==> config.mk <==
export PLATFORM = sky130hd
export DESIGN_NAME = div_scheduler
export DESIGN_NICKNAME = d
export VERILOG_FILES = /design/src/rtl/div_scheduler.sv
export SDC_FILE = /design/constraint.sdc
export NUM_CORES = 1
export LEC_CHECK = 0
export CELL_PAD_IN_SITES_DETAIL_PLACEMENT = 1
export CELL_PAD_IN_SITES_GLOBAL_PLACEMENT = 1
export CORE_ASPECT_RATIO = 1.4
export CORE_MARGIN = 5
export CORE_UTILIZATION = 32
export CTS_BUF_LIST = sky130_fd_sc_hd__clkbuf_16
export DETAILED_ROUTE_END_ITERATION = 12
export PLACE_DENSITY_LB_ADDON = 0.1
export SLEW_MARGIN = 20
export SYNTH_ARGS = -nofsm -noshare
export SYNTH_HDL_FRONTEND = slang
export SYNTH_SLANG_ARGS = --single-unit
==> constraint.sdc <==
create_clock -name clk -period 7.1 [get_ports clk]
set_input_delay 2.13 -clock clk [delete_from_list [all_inputs] [get_ports clk]]
set_output_delay 2.13 -clock clk [all_outputs]
set_load 0.05 [all_outputs]
==> src/rtl/div_scheduler.sv <==
// div_scheduler
// Shares one iterative divider between NUM_REQ requesters. A round-robin
// arbiter picks one request in IDLE, the operands are handed to the divider
// (or short-circuited for a zero divisor), and the result is returned to the
// granted requester with a valid/ready handshake.
//
// Ports
//   clk, reset_n                  clock, asynchronous active-low reset
//   req_valid/req_ready           per-requester request handshake
//   req_left/req_right            packed dividends/divisors, slice i*WORD_WIDTH
//   resp_valid/resp_ready         per-requester response handshake
//   resp_quot/resp_mod/resp_err   shared response data
//   div_enable/div_left/div_right request to the shared divider
//   div_valid/div_quot/div_mod    result from the shared divider
//   busy                          high whenever not idle
//
// state   | meaning
// IDLE    | arbitrating, req_ready offered to the round-robin winner
// ISSUE   | div_enable high, waiting for div_valid or timeout
// RELEASE | div_enable low, waiting for the divider to drop div_valid
// RESP    | resp_valid to the granted requester until it accepts
module div_scheduler #(
    parameter int WORD_WIDTH = 8,
    parameter int NUM_REQ    = 4,
    parameter int TIMEOUT    = 64
) (
    input  logic                          clk,
    input  logic                          reset_n,
    input  logic [NUM_REQ-1:0]            req_valid,
    input  logic [NUM_REQ*WORD_WIDTH-1:0] req_left,
    input  logic [NUM_REQ*WORD_WIDTH-1:0] req_right,
    output logic [NUM_REQ-1:0]            req_ready,
    output logic [NUM_REQ-1:0]            resp_valid,
    output logic [WORD_WIDTH-1:0]         resp_quot,
    output logic [WORD_WIDTH-1:0]         resp_mod,
    output logic                          resp_err,
    input  logic [NUM_REQ-1:0]            resp_ready,
    output logic                          div_enable,
    output logic [WORD_WIDTH-1:0]         div_left,
    output logic [WORD_WIDTH-1:0]         div_right,
    input  logic                          div_valid,
    input  logic [WORD_WIDTH-1:0]         div_quot,
    input  logic [WORD_WIDTH-1:0]         div_mod,
    output logic                          busy
);

    localparam int GW = (NUM_REQ > 1) ? $clog2(NUM_REQ) : 1;
    localparam int CW = (TIMEOUT > 1) ? $clog2(TIMEOUT + 1) : 1;

    typedef enum logic [1:0] {
        S_IDLE    = 2'd0,
        S_ISSUE   = 2'd1,
        S_RELEASE = 2'd2,
        S_RESP    = 2'd3
    } state_t;

    state_t                r_state;
    state_t                w_next;

    logic [GW-1:0]         r_last_grant;
    logic [GW-1:0]         r_grant;
    logic [GW-1:0]         w_win;
    logic                  w_any;
    logic                  w_accept;
    logic                  w_div_zero;
    logic                  w_timeout;
    logic                  w_resp_done;

    logic [WORD_WIDTH-1:0] w_left  [NUM_REQ];
    logic [WORD_WIDTH-1:0] w_right [NUM_REQ];

    logic [WORD_WIDTH-1:0] r_left;
    logic [WORD_WIDTH-1:0] r_right;
    logic [WORD_WIDTH-1:0] r_quot;
    logic [WORD_WIDTH-1:0] r_mod;
    logic                  r_err;
    logic [CW-1:0]         r_cnt;

    for (genvar gi = 0; gi < NUM_REQ; gi++) begin : g_slice
        assign w_left[gi]  = req_left[gi*WORD_WIDTH +: WORD_WIDTH];
        assign w_right[gi] = req_right[gi*WORD_WIDTH +: WORD_WIDTH];
    end

    // Round-robin: walk from the farthest candidate back to last_grant+1 so
    // the nearest asserted requester after last_grant is the one that sticks.
    always_comb begin : p_arb
        int            idx;
        logic [GW-1:0] cand;
        idx   = 0;
        cand  = '0;
        w_win = r_last_grant;
        for (int k = NUM_REQ; k >= 1; k--) begin
            idx = int'(r_last_grant) + k;
            if (idx >= NUM_REQ) begin
                idx = idx - NUM_REQ;
            end
            cand = GW'(idx);
            if (req_valid[cand]) begin
                w_win = cand;
            end
        end
    end

    assign w_any       = |req_valid;
    assign w_accept    = (r_state == S_IDLE) && w_any;
    assign w_div_zero  = (w_right[w_win] == '0);
    assign w_timeout   = (r_cnt == CW'(TIMEOUT - 1));
    assign w_resp_done = resp_ready[r_grant];

    // State register
    always_ff @(posedge clk or negedge reset_n) begin
        if (!reset_n) begin
            r_state <= S_IDLE;
        end else begin
            r_state <= w_next;
        end
    end

    // Next-state logic
    always_comb begin
        w_next = r_state;
        case (r_state)
            S_IDLE: begin
                if (w_accept) begin
                    w_next = w_div_zero ? S_RESP : S_ISSUE;
                end
            end
            S_ISSUE: begin
                if (div_valid || w_timeout) begin
                    w_next = S_RELEASE;
                end
            end
            S_RELEASE: begin
                if (!div_valid) begin
                    w_next = S_RESP;
                end
            end
            S_RESP: begin
                if (w_resp_done) begin
                    w_next = S_IDLE;
                end
            end
            default: w_next = S_IDLE;
        endcase
    end

    // Outputs decoded from the state register, so reset clears them at once
    always_comb begin
        req_ready  = '0;
        resp_valid = '0;
        div_enable = 1'b0;
        busy       = (r_state != S_IDLE);
        case (r_state)
            S_IDLE:  req_ready[w_win]    = w_any;
            S_ISSUE: div_enable          = 1'b1;
            S_RESP:  resp_valid[r_grant] = 1'b1;
            default: ;
        endcase
    end

    // Datapath: grant bookkeeping, operand hold, result capture, timeout count
    always_ff @(posedge clk or negedge reset_n) begin
        if (!reset_n) begin
            r_last_grant <= GW'(NUM_REQ - 1);
            r_grant      <= '0;
            r_left       <= '0;
            r_right      <= '0;
            r_quot       <= '0;
            r_mod        <= '0;
            r_err        <= 1'b0;
            r_cnt        <= '0;
        end else begin
            if (w_accept) begin
                r_grant      <= w_win;
                r_last_grant <= w_win;
                if (w_div_zero) begin
                    r_quot <= '1;
                    r_mod  <= w_left[w_win];
                    r_err  <= 1'b1;
                end else begin
                    r_left  <= w_left[w_win];
                    r_right <= w_right[w_win];
                    r_cnt   <= '0;
                end
            end else if (r_state == S_ISSUE) begin
                if (div_valid) begin
                    r_quot <= div_quot;
                    r_mod  <= div_mod;
                    r_err  <= 1'b0;
                end else if (w_timeout) begin
                    r_quot <= '0;
                    r_mod  <= '0;
                    r_err  <= 1'b1;
                end else begin
                    r_cnt <= r_cnt + CW'(1);
                end
            end
        end
    end

    assign div_left  = r_left;
    assign div_right = r_right;
    assign resp_quot = r_quot;
    assign resp_mod  = r_mod;
    assign resp_err  = r_err;

endmodule

# Word level (Yosys, flattened, before mapping)
# Cells that the tools add are included.
# totals
output_inout_bits	43
input_bits	91
mem_bits_ro	0
register_bits	46
mem_bits_rw	0
memories	0
elab_cells	116
latchBits	0
# op_classes
n_eq_ne	12
magnitude_cmp	13
mul	0
n_bitwise	3
shift	0
n_div	0
addsub	9
n_reduce_logical	14
mux	56
# op_table
operator	n
$mux W8	13
$mux W7	5
$bmux W8 S2	2
$mux W2	13
$lt A2 B3 Y1 const B	6
$mux W1	13
$ge A3 B3 Y1 const B	4
$ne A2 B2 Y1 const B	6
$bmux W1 S2	5
$logic_not A8 Y1	1
$mux W4	2
$pmux W2 S4	1
$reduce_and A4 Y1	2
$sub A2 B1 Y2 const B	4
$add A7 B1 Y7 const B	1
$eq A7 B6 Y1 const B	1
$add A2 B2 Y3 const B	2
$add A2 B3 Y4 const B	1
$and A4 B4 Y4	1
$demux W1 S2	2
$eq A2 B2 Y1 const B	2
$ge A2 B1 Y1 const B	2
$ge A4 B3 Y1 const B	1
$ne A2 B1 Y1 const B	2
other kinds (12)	15

# Depth between registers and ports, before layout
# Gate-level depths: netlist of run 1.
# logic_depth
depth_word	17
ltp_mapped	11
mapped_depth_nobuf	9

# Worst setup path after synthesis of run 1
# Ideal clock, no wire load.
# synth_timing
path_type	input to output
start	in req_valid[3]
end	out req_ready[0]
t_required_ps	4970
slack_ps	754
path_buffers	3
cell_stages	7
t_arrival_ps	4216
path_cell_list	nor3_2 > a31oi_4 > clkbuf_1 > and2_1 > clkbuf_1 > clkbuf_1 > nor3_1
# synth_between
elab_chain_cells	12
elab_cells_between_ends	20
classes_between	order compare: 2; mux: 15; bitwise: 1; reduce/logical: 2
# synth_rtl
element	line	rtl
from (decl)	29	input logic [NUM_REQ-1:0] req_valid,
$bmux W1 S2	98	if (req_valid[cand]) begin
$mux W1 (implied by the code)	98	
$mux W2 (4 in a row)	98	
$lt A2 B3 Y1 (implied by the code) or $ge A2 B1 Y1 (tied branches)	154	S_IDLE: req_ready[w_win] = w_any;
$logic_and A1 B1 Y1 (implied by the code)	154	
$mux W1 (implied by the code)	154	
$demux W1 S2	154	
$and A4 B4 Y4 (no source line) *	-	
$mux W4 *	153	case (r_state)
to (decl)	32	output logic [NUM_REQ-1:0] req_ready,
# Mark *: on every way between the ends. The rest lies on a longest branch, timed or not. The select of a mux whose other input is x is not followed.

# Worst setup path in the final report of run 1
# Ends and elaborated chain as after synthesis.

==> results of run 1 <==
[placed cells by master (no fill, tap or decap), types with 3 or more instances in the layout]
cell	instances
a211oi_1	23
a21oi_1	37
a31oi_1	8
and3_1	34
buf_4	10
clkbuf_16	5
clkdlybuf4s50_1	130
dfrtp_1	44
ha_1	5
inv_1	7
mux2_1	9
mux2_2	8
mux2i_1	8
nand2_1	39
nand2b_1	4
nand4_1	3
nor2_1	21
nor2b_1	3
nor3_1	6
o21ai_0	4
o22ai_1	4
xor2_1	4
[flip-flops by register name (all words and copies together) (netlist names)]
register / flops
resp_quot: 8
resp_err: 1
r_cnt: 7
r_state: 2
resp_mod: 8
r_grant: 2
div_right: 8
div_left: 8
r_last_grant: 2
[how the worst max path moves through the flow]
| stage | from | to | slack, ns | cells past startpoint |
|---|---|---|---|---|
| after floorplan | req_valid[3] | req_ready[0] | 0.75 | 7 |
| after CTS | req_valid[3] | req_ready[0] | 0.58 | 6 |
| after global placement | req_valid[0] | req_ready[0] | 0.61 | 6 |
| after detailed placement | req_valid[3] | req_ready[0] | 0.58 | 6 |
| after global routing | req_valid[3] | req_ready[0] | 0.39 | 6 |
| final | req_valid[3] | req_ready[0] | 0.60 | 6 |
[metrics by stage]
stage | util | setup slack, ns | cells
after floorplan | - | 0.754 | 320
after global placement | 0.482 | 0.614 | 545
after detailed placement | 0.482 | 0.584 | 545
after CTS | 0.500 | 0.580 | 553
after global routing | 0.501 | 0.390 | 553
final | 0.501 | 0.596 | 553
[power groups by stage]
stage / sequential [mW] / combinational [mW] / clock [mW]
final: 0.483 / 1.40 / 0.266
after CTS: 0.485 / 1.42 / 0.273
after detailed placement: 0.488 / 1.41 / 0
after global routing: 0.502 / 1.52 / 0.282
after global placement: 0.477 / 1.40 / 0
after floorplan: 0.810 / 0.619 / 0
[kinds of logic (layout without fill, tap and decap cells)]
group,count (synthesis),in the layout
AND/OR/NAND/NOR,124,124
AO/OA/AOI/OAI,86,86
flip-flops,46,46
buffers and inverters,29,155
multiplexers,26,26
adder cells (fa/ha/maj),5,5
XOR/XNOR,4,4
[critical path, stage by stage]
cell	delay [ns]
clkdlybuf4s50_1	0.51
nor4_1	0.55
nand2b_1	0.20
buf_4	0.16
nor3_1	0.06
clkdlybuf4s50_1	0.75
[routing by layer]
layer,GRT usage,vias up
li1,-,1402
met1,0.206,1388
met2,0.339,90
met3,0.0540,11
met4,0.0596,0
met5,0,-
[layout make-up]
cell class,count,area share
inverters,6,0.00504
flip-flops and latches,46,0.258
clock buffers,5,0.0280
clock inverters,3,0.00923
multi-input cells,245,0.358
well taps,107,0.0299
repair buffers,141,0.312
==> impl_results.md, run 1 <==
* Post-Syn Nets at 416
* Synth top area cells: dfrtp_1 (38%), and3_1 (7.4%), a21oi_1 (6.4%), a211oi_1 (6.0%), nand2_1 (5.1%)
* Gpl congestion at 0.788
* Crit. End Element: output port
* Vias in the first global route at roughly 3200
* FF+latch area at ~1200 µm²
* Antenna diodes at 0
* Drt wl/cell at around 18 µm
* Hold endpoint: div_right[2]$_DFFE_PN0P_
* Setup TNS at 0 ns
* Cell Area, Synth at 2890 µm²
* Comb power frac at 0.652
* Synth Area in XOR/XNOR at 0.0121
* Post-Syn Instances at 320
* Clock share of power at 0.124
* CTS tree: built
* Tcrit/Tclk final at 0.916
* Met1 wire length at between 3 and 4 mm
* Largest net degree at the start of global routing at 47
* Number of fill cells at 1032
* Global route overflow at 0
* Final Instance Area at 4470 µm²
* Max Clock Skew at 0.00766 ns
* Reg2reg end: resp_err$_DFFE_PN0P_
* CP arrival at 4.37 ns
* Slew headroom at 0.500
* Final Hold Viols at 0
* WP data required at 4.97 ns
* DRT antenna net count at 0
* Worst-path fanout max at 10
* Initial core utilization at 0.323
* Part of the power in registers at 0.225
* Post-synthesis mux area share at 0.102
* Die Span X at 90.3 µm
* Largest family of logic cells by synthesized area: simple AND/OR/NAND/NOR gates
* Initial antenna violation count at 0
* Path type of the worst min-delay path: register to register
* Deepest clock path buffer count at 2
* Seq/Total Area, Yosys at 0.400
* Minimum clock period at 6.50 ns
* Detail Route met2 WL at 5.28 mm
* Synth Area in Compound Gates at 0.195
* Die Area at around 11000 µm²
* #FFs+latches synth at 46
* Adder-Cell Fraction of Synth Area at 0.0217
* Initial DRC Count at 73
* Cts repair resizes at 0
* Root buf cell: clkbuf_16
* Clock-pin slew on the worst setup and hold paths at about 0.060 ns
* Share of the synthesized area in the top cell type at 0.382
* Postcts setup bufs at 0
* Async set or reset register ratio after synthesis at 1.00
* Global-route usage over all layers at 0.185
* Synth Area in Simple Gates at 0.219
* Area growth, synth to finish at 55.0%
* RSZ-0062 raised after global routing: false
* Tot Pwr at 2.15 mW
* Leak at 1.92 nW
* TritonCTS buffer count at 5
* Int Pwr at 1.08 mW
* Sink Count at 46
* Chip height at 122 µm
* Num rows at between 40 and 50
* Io pins at 134
* Critical path class: input pin to output port
* Ys flop type: dfrtp_1
* Met3 routed WL at around 680 µm
* Pwr/cell area at 480 nW/µm²
* Crit start category: input pin
* Most common cell in the netlist: dfrtp_1
* Max-Cap Viols at 0
* Hold-fix buffers, CTS at 0
* Top post-synthesis cells by count: dfrtp_1 (44), nand2_1 (39), a21oi_1 (37)
* Netlist cell types at 45
* Synth warnings at 0
* Hold depth at 1
* Crit Reg-Reg Startpoint: r_last_grant[1]$_DFFE_PN1P_
* Number of detailed-route iterations in the first pass at 4
* Footprint of the multi-input gates at 1600 µm²
* H-tree levels at 2
* Register-to-register setup slack at 3.45 ns
* Fin. max-slew vios at 0
* Clk_lat worst skew at 0.29 ns
* Highest routed layer: met4
* NetSw at 1.07 mW
* Layout cells sized above 1 at 0.0919
* Hold Crit Start: div_right[2]$_DFFE_PN0P_
* Final setup viols at 0
* Via density per instance at ~5.2
* Detailed placer's ending HPWL at 7.84 mm
* Total wire length at 10.1 mm
* Worst r2r path cells at 10
* Core ar. at around 8900 µm²
* Routed vias at roughly 2900
* Net Sw Frac at 0.499
* Status: finished clean
* Slew @ Worst Pin at 0.741 ns
* Worst Hold Slack at 0.492 ns
* Fmax at 154 MHz
* Dominant cell type by area after synthesis: dfrtp_1
* EDFF count, synth at 0
* Input/output buffers at about 130
* DRC at 0
* First-pass GRT wire length at approximately 17 mm
* Max VDD drop at 246 µV
* Placed instance area at 4300 µm²
* Final Net Count at between 500 and 600
* Syn avg cell area at around 9 µm²
Power figures use the tool's default switching activity.
==> run 2: changes to the inputs <==
PLACE_DENSITY_LB_ADDON = 0.12   (was 0.1)
==> run 2 against run 1 <==
Global-route usage up 0.14 points. Non-clock buffer count grew 1. Critical endpoint is now req_ready[1]. Utilization grew 0.25 points. Clock skew fell by 0.0011 ns. Sequential cell count is the same. Routed wire length is 1.2% higher. Clock power up 14%. Combinational power is essentially flat. Largest cell class unchanged. Worst hold slack improved by 0.0019 ns. Setup slack improved by 0.078 ns. Sequential share of layout area shrank 0.13 points.
==> impl_results.md, run 2 (same netlist as run 1, synthesis figures left out) <==
* FF+latch area at 1150 µm² (unchanged)
* Initial DRC Count at 68 (was 73)
* Pwr/cell area at 487 nW/µm² (was 480 nW/µm²)
* Io pins at 134 (unchanged)
* Core ar. at 8930 µm² (unchanged)
* Postcts setup bufs at 0 (unchanged)
* Clk_lat worst skew at 0.29 ns (about the same)
* Antenna diodes at 0 (unchanged)
* Gpl congestion at 0.845 (was 0.788)
* Final Instance Area at 4490 µm² (was 4470 µm²)
* Worst Slack Setup Final at 0.673 ns (was 0.596 ns)
* Final Net Count at 542 (was 541)
* CP arrival at 4.30 ns (was 4.37 ns)
* TritonCTS buffer count at 5 (unchanged)
* Non-Filler Instances at 554 (was 553)
* Slew @ Worst Pin at 1.06 ns (was 0.741 ns)
* Crit path buffers/inverters at 2 (was 3)
* Delay-heaviest family, CP: buffers and inverters (unchanged)
* Global route overflow at 0 (unchanged)
* DRT antenna net count at 0 (unchanged)
* Cts repair resizes at 0 (unchanged)
* Die Area at 11000 µm² (unchanged)
* Placed insts at 546 (was 545)
* Root buf cell: clkbuf_16 (unchanged)
* Drt wl/cell at 18.5 µm (was 18.3 µm)
* DRC at 0 (unchanged)
* Deepest clock path buffer count at 2 (unchanged)
* Routed vias at 2942 (was 2891)
* CTS tree: built (unchanged)
* Fin. max-slew vios at 0 (unchanged)
* Final setup viols at 0 (unchanged)
* Max-Cap Viols at 0 (unchanged)
* Commonest non-fill, non-tap cell in the layout: clkdlybuf4s50_1 (unchanged)
* Largest net degree at the start of global routing at 47 (unchanged)
* Fmax at 156 MHz (was 154 MHz)
* First-pass GRT wire length at 16.6 mm (unchanged)
* Status: finished clean (unchanged)
* Top cell by count, worst path: clkdlybuf4s50_1 (unchanged)
* Num rows at 41 (unchanged)
* Clock-pin slew on the worst setup and hold paths at 0.06 ns (about the same)
* Delay of the slowest cell on the worst path at 0.92 ns (was 0.75 ns)
* Worst Hold Slack at 0.494 ns (was 0.492 ns)
* Die Span X at 90.3 µm (unchanged)
* Final Hold Viols at 0 (unchanged)
* Sink Count at 46 (unchanged)
* Chip height at 122 µm (unchanged)
* Total wire length at 10.2 mm (was 10.1 mm)
* H-tree levels at 2 (unchanged)
* Setup TNS at 0 ns (unchanged)
* Critical path class: input pin to output port (unchanged)
* Minimum clock period at 6.43 ns (was 6.50 ns)
* Number of detailed-route iterations in the first pass at 4 (unchanged)
* Max Clock Skew at 0.00654 ns (was 0.00766 ns)
* Placed instance area at 4310 µm² (was 4300 µm²)
* Slew headroom at 0.292 (was 0.500)
* Crit start category: input pin (unchanged)
* Area growth, synth to finish at 55.8% (was 55.0%)
* Hold-fix buffers, CTS at 0 (unchanged)
* RSZ-0062 raised after global routing: false (unchanged)
* CP cell instances: clkdlybuf4s50_1 > nand2_2 > a21oi_1 > a311oi_2 > nor3_1 > clkdlybuf4s50_1 (was clkdlybuf4s50_1 > nor4_1 > nand2b_1 > buf_4 > nor3_1 > clkdlybuf4s50_1)
* Global-route usage over all layers at 0.187 (was 0.185)
* Layout cells sized above 1 at 0.0940 (was 0.0919)
* Initial antenna violation count at 0 (unchanged)
* Initial core utilization at 0.323 (unchanged)
* Path type of the worst min-delay path: register to register (unchanged)
* Slowest-stage cell, CP: clkdlybuf4s50_1 (unchanged)
* Max VDD drop at 229 µV (was 246 µV)
* Number of fill cells at 1032 (unchanged)
* Via density per instance at 5.31 (was 5.23)
* Tcrit/Tclk final at 0.905 (was 0.916)
* Vias in the first global route at 3158 (was 3151)
* Input/output buffers at 133 (unchanged)
* Crit. End Element: output port (unchanged)
* Commonest cells after routing, fill and taps aside: clkdlybuf4s50_1 (129), dfrtp_1 (44), nand2_1 (39) (was clkdlybuf4s50_1 (130), dfrtp_1 (44), nand2_1 (39))
* Pre-CTS WS at 0.670 ns (was 0.584 ns)
* Footprint of the multi-input gates at 1600 µm² (about the same)
* Worst-path fanout max at 5 (was 10)
* Leak at 1.93 nW (was 1.92 nW)
* Detailed placer's ending HPWL at 7.95 mm (was 7.84 mm)
* WP data required at 4.97 ns (about the same)
-- run 2: layout make-up --
cell class | count | share of cell area
flip-flops and latches | 46 | 0.257
well taps | 107 | 0.0298
multi-input cells | 245 | 0.355
clock inverters | 3 | 0.0142
repair buffers | 142 | 0.311
inverters | 6 | 0.00501
clock buffers | 5 | 0.0278
-- run 2: final timing paths --
check	start	endpoint	slack, ns	depth (start not counted)
min in group asynchronous	reset_n	div_right[5]$_DFFE_PN0P_	1.93	2
hold reg to reg	div_right[1]$_DFFE_PN0P_	div_right[1]$_DFFE_PN0P_	0.49	1
max in group asynchronous	reset_n	div_left[0]$_DFFE_PN0P_	4.76	2
setup / recovery	req_valid[3]	req_ready[1]	0.67	6
hold / removal	div_right[1]$_DFFE_PN0P_	div_right[1]$_DFFE_PN0P_	0.49	1
setup reg to reg	r_last_grant[1]$_DFFE_PN1P_	div_right[3]$_DFFE_PN0P_	3.25	10
-- run 2: per-stage QoR --
step           utilization  power [mW]
3_5_place_dp         0.482        1.91
5_1_grt              0.504        2.34
6_report             0.504        2.19
2_1_floorplan            -        1.43
3_3_place_gp         0.482        1.88
4_1_cts              0.504        2.22
-- run 2: where the power goes --
part	internal, mW	total, mW	switching, mW
Clock	0.201	0.302	0.101
Sequential	0.393	0.480	0.0872
Combinational	0.522	1.41	0.886
-- run 2: layer usage --
| metal | up-vias | part of all wire | track usage |
|---|---|---|---|
| li1 | 1409 | - | - |
| met1 | 1426 | 0.36 | 0.194 |
| met2 | 91 | 0.53 | 0.351 |
| met3 | 16 | 0.073 | 0.0558 |
| met4 | 0 | 0.034 | 0.0717 |
| met5 | - | 0 | 0 |
==> RTL change, RTL diff (flow settings as in run 2) <==
Encoding of `state_t`: now one-hot (4 bits for 4 states).
--- a/src/rtl/div_scheduler.sv
+++ b/src/rtl/div_scheduler.sv
@@ -49,7 +49,7 @@
 
-    typedef enum logic [1:0] {
-        S_IDLE    = 2'd0,
-        S_ISSUE   = 2'd1,
-        S_RELEASE = 2'd2,
-        S_RESP    = 2'd3
+    typedef enum logic [3:0] {
+        S_IDLE    = 4'b0001,
+        S_ISSUE   = 4'b0010,
+        S_RELEASE = 4'b0100,
+        S_RESP    = 4'b1000
     } state_t;
Function: same outputs for any inputs over 4 cycles, from zero or initial values and one cycle with reset_n low; so few cycles prove little.
==> RTL change against run 2 <==
Sequential share of layout area increased by 1.5 points; largest power group unchanged; design area down 1.4%; clock skew decreased by 0.0028 ns; synthesized area shrank 0.95%; power decreased by 3.9%; count of clock-buffer cells in the layout unchanged; clock power down 9.9%; sequential cell count increased by 2; routed wire length fell by 4.4%; setup slack improved by 0.035 ns; die area decreased by 0.86%; highest routed layer unchanged.
==> RTL change: results (changes against run 2) <==
outcome=completed (unchanged); Syn Nets=417 (was 416); Avg Cell Area, Syn=8.79 um2 (was 9.02 um2); WL met3=620 um (was 746 um); WP data arrival=4.26 ns (was 4.30 ns); drt initial violations=85 (was 68); First-pass DRT Iterations=4 (unchanged); number of fillers in the final layout=1028 (was 1032); Multi-In Gates=255 (was 245); area of the multi-input gates=1550 um2 (was 1600 um2); Lkg Pwr=1.89 nW (was 1.93 nW); NonClk Buf Share=30.9% (was 31.1%); Post-Place Cells=549 (was 546); hold endpoint=div_left[7]$_DFFE_PN0P_ (was div_right[1]$_DFFE_PN0P_); Synth area leaders=dfrtp_1 39%, nand2_1 8.1%, a21oi_1 4.7% (was dfrtp_1 38%, and3_1 7.4%, a21oi_1 6.4%); relative slew slack=45.9% (was 29.2%); num sequential=48 (was 46); clk tree area frac=3.87% (was 4.20%); share of cells above drive strength 1=9.73% (was 9.40%); Seq/total area=27.2% (was 25.7%); worst slack, placed=0.710 ns (was 0.670 ns); total wire length=9.79 mm (was 10.2 mm); metal2 WL=5.25 mm (was 5.44 mm); ANT cells=0 (unchanged); r2r startpoint=r_last_grant[0]$_DFFE_PN1P_ (was r_last_grant[1]$_DFFE_PN1P_); Non-clk invs=1 (was 6); via count of the first global-routing pass=3253 (was 3158); Top Metal Used=met4 (unchanged); GR Util All Layers=17.9% (was 18.7%); fin nets=543 (was 542); DR vias/cell=5.28 (was 5.31); hold path startpoint=div_left[7]$_DFFE_PN0P_ (was div_right[1]$_DFFE_PN0P_); FP Rows=40 (was 41); Hold Slack=0.507 ns (was 0.494 ns); RePlAce Congestion=0.768 (was 0.845); placed cell area=4260 um2 (was 4310 um2); Area growth syn-to-layout=55.1% (was 55.8%); sequential-to-total area share from yosys stat=42.2% (was 40.0%); synth unique cells=43 (was 45); Root Driver=clkbuf_16 (unchanged); crit path max fanout=18 (was 5); flop2flop setup slack=3.52 ns (was 3.25 ns); HPWL after detailed placement=7.58 mm (was 7.95 mm); pin count of the biggest net entering global routing=49 (was 47); fin cells=557 (was 554); first-pass GRT wire length=16.3 mm (was 16.6 mm); synth cell count leaders=62 x nand2_1, 45 x dfrtp_1, 27 x a21oi_1, 24 x nor2_1, 20 x nor3_1 (was 44 x dfrtp_1, 39 x nand2_1, 37 x a21oi_1, 34 x and3_1)
## RTL change: changes by cell type after synthesis, sizes merged, moves of 3 or more
cell           run 2  this run
inv                6         1
o41ai              0         8
a22oi              0         8
o21ai              5        12
nor2b              3         0
nor4b              0         3
nor3               7        20
mux2              17         8
and3              34        10
ha                 5         1
nand2             42        63
a211oi            24        16
a21oi             37        28
## RTL change: cell families after synthesis
logic type                 share of synthesized area (%)
muxes                                               7.62
DFF                                                 42.2
and+or+nand+nor                                     23.7
adders and majority gates                          0.438
buffers and inverters                               3.98
xor gates and xnor gates                            1.23
AOI/OAI and AO/OA                                   20.9
## RTL change: worst max-delay path: stages
cell and delay (ns):
clkdlybuf4s50_1 0.50, nand2b_1 0.21, a21boi_2 0.63, nor3_2 0.11, buf_4 0.23, nor3_1 0.21
buf_4 0.23
## RTL change: report_power, final
| part | total, mW | internal, mW | switching [mW] |
|---|---|---|---|
| combinational | 1.35 | 0.500 | 0.847 |
| sequential | 0.486 | 0.401 | 0.0850 |
| clock | 0.272 | 0.167 | 0.104 |
## RTL change: metal layers
layer / GRT usage, % / vias up
li1: - / 1440
met1: 19.9 / 1398
met2: 33.9 / 90
met3: 4.69 / 11
met4: 4.10 / 0
met5: 0 / -
## RTL change: worst max-delay path by stage
stage	slack (ns)	startpoint	endpoint
floorplan	0.37	req_valid[0]	req_ready[3]
global placement	0.76	req_valid[3]	req_ready[1]
detailed placement	0.71	req_valid[3]	req_ready[1]
CTS	0.69	req_valid[3]	req_ready[1]
global route	0.52	req_valid[3]	req_ready[1]
finish	0.71	req_valid[3]	req_ready[1]
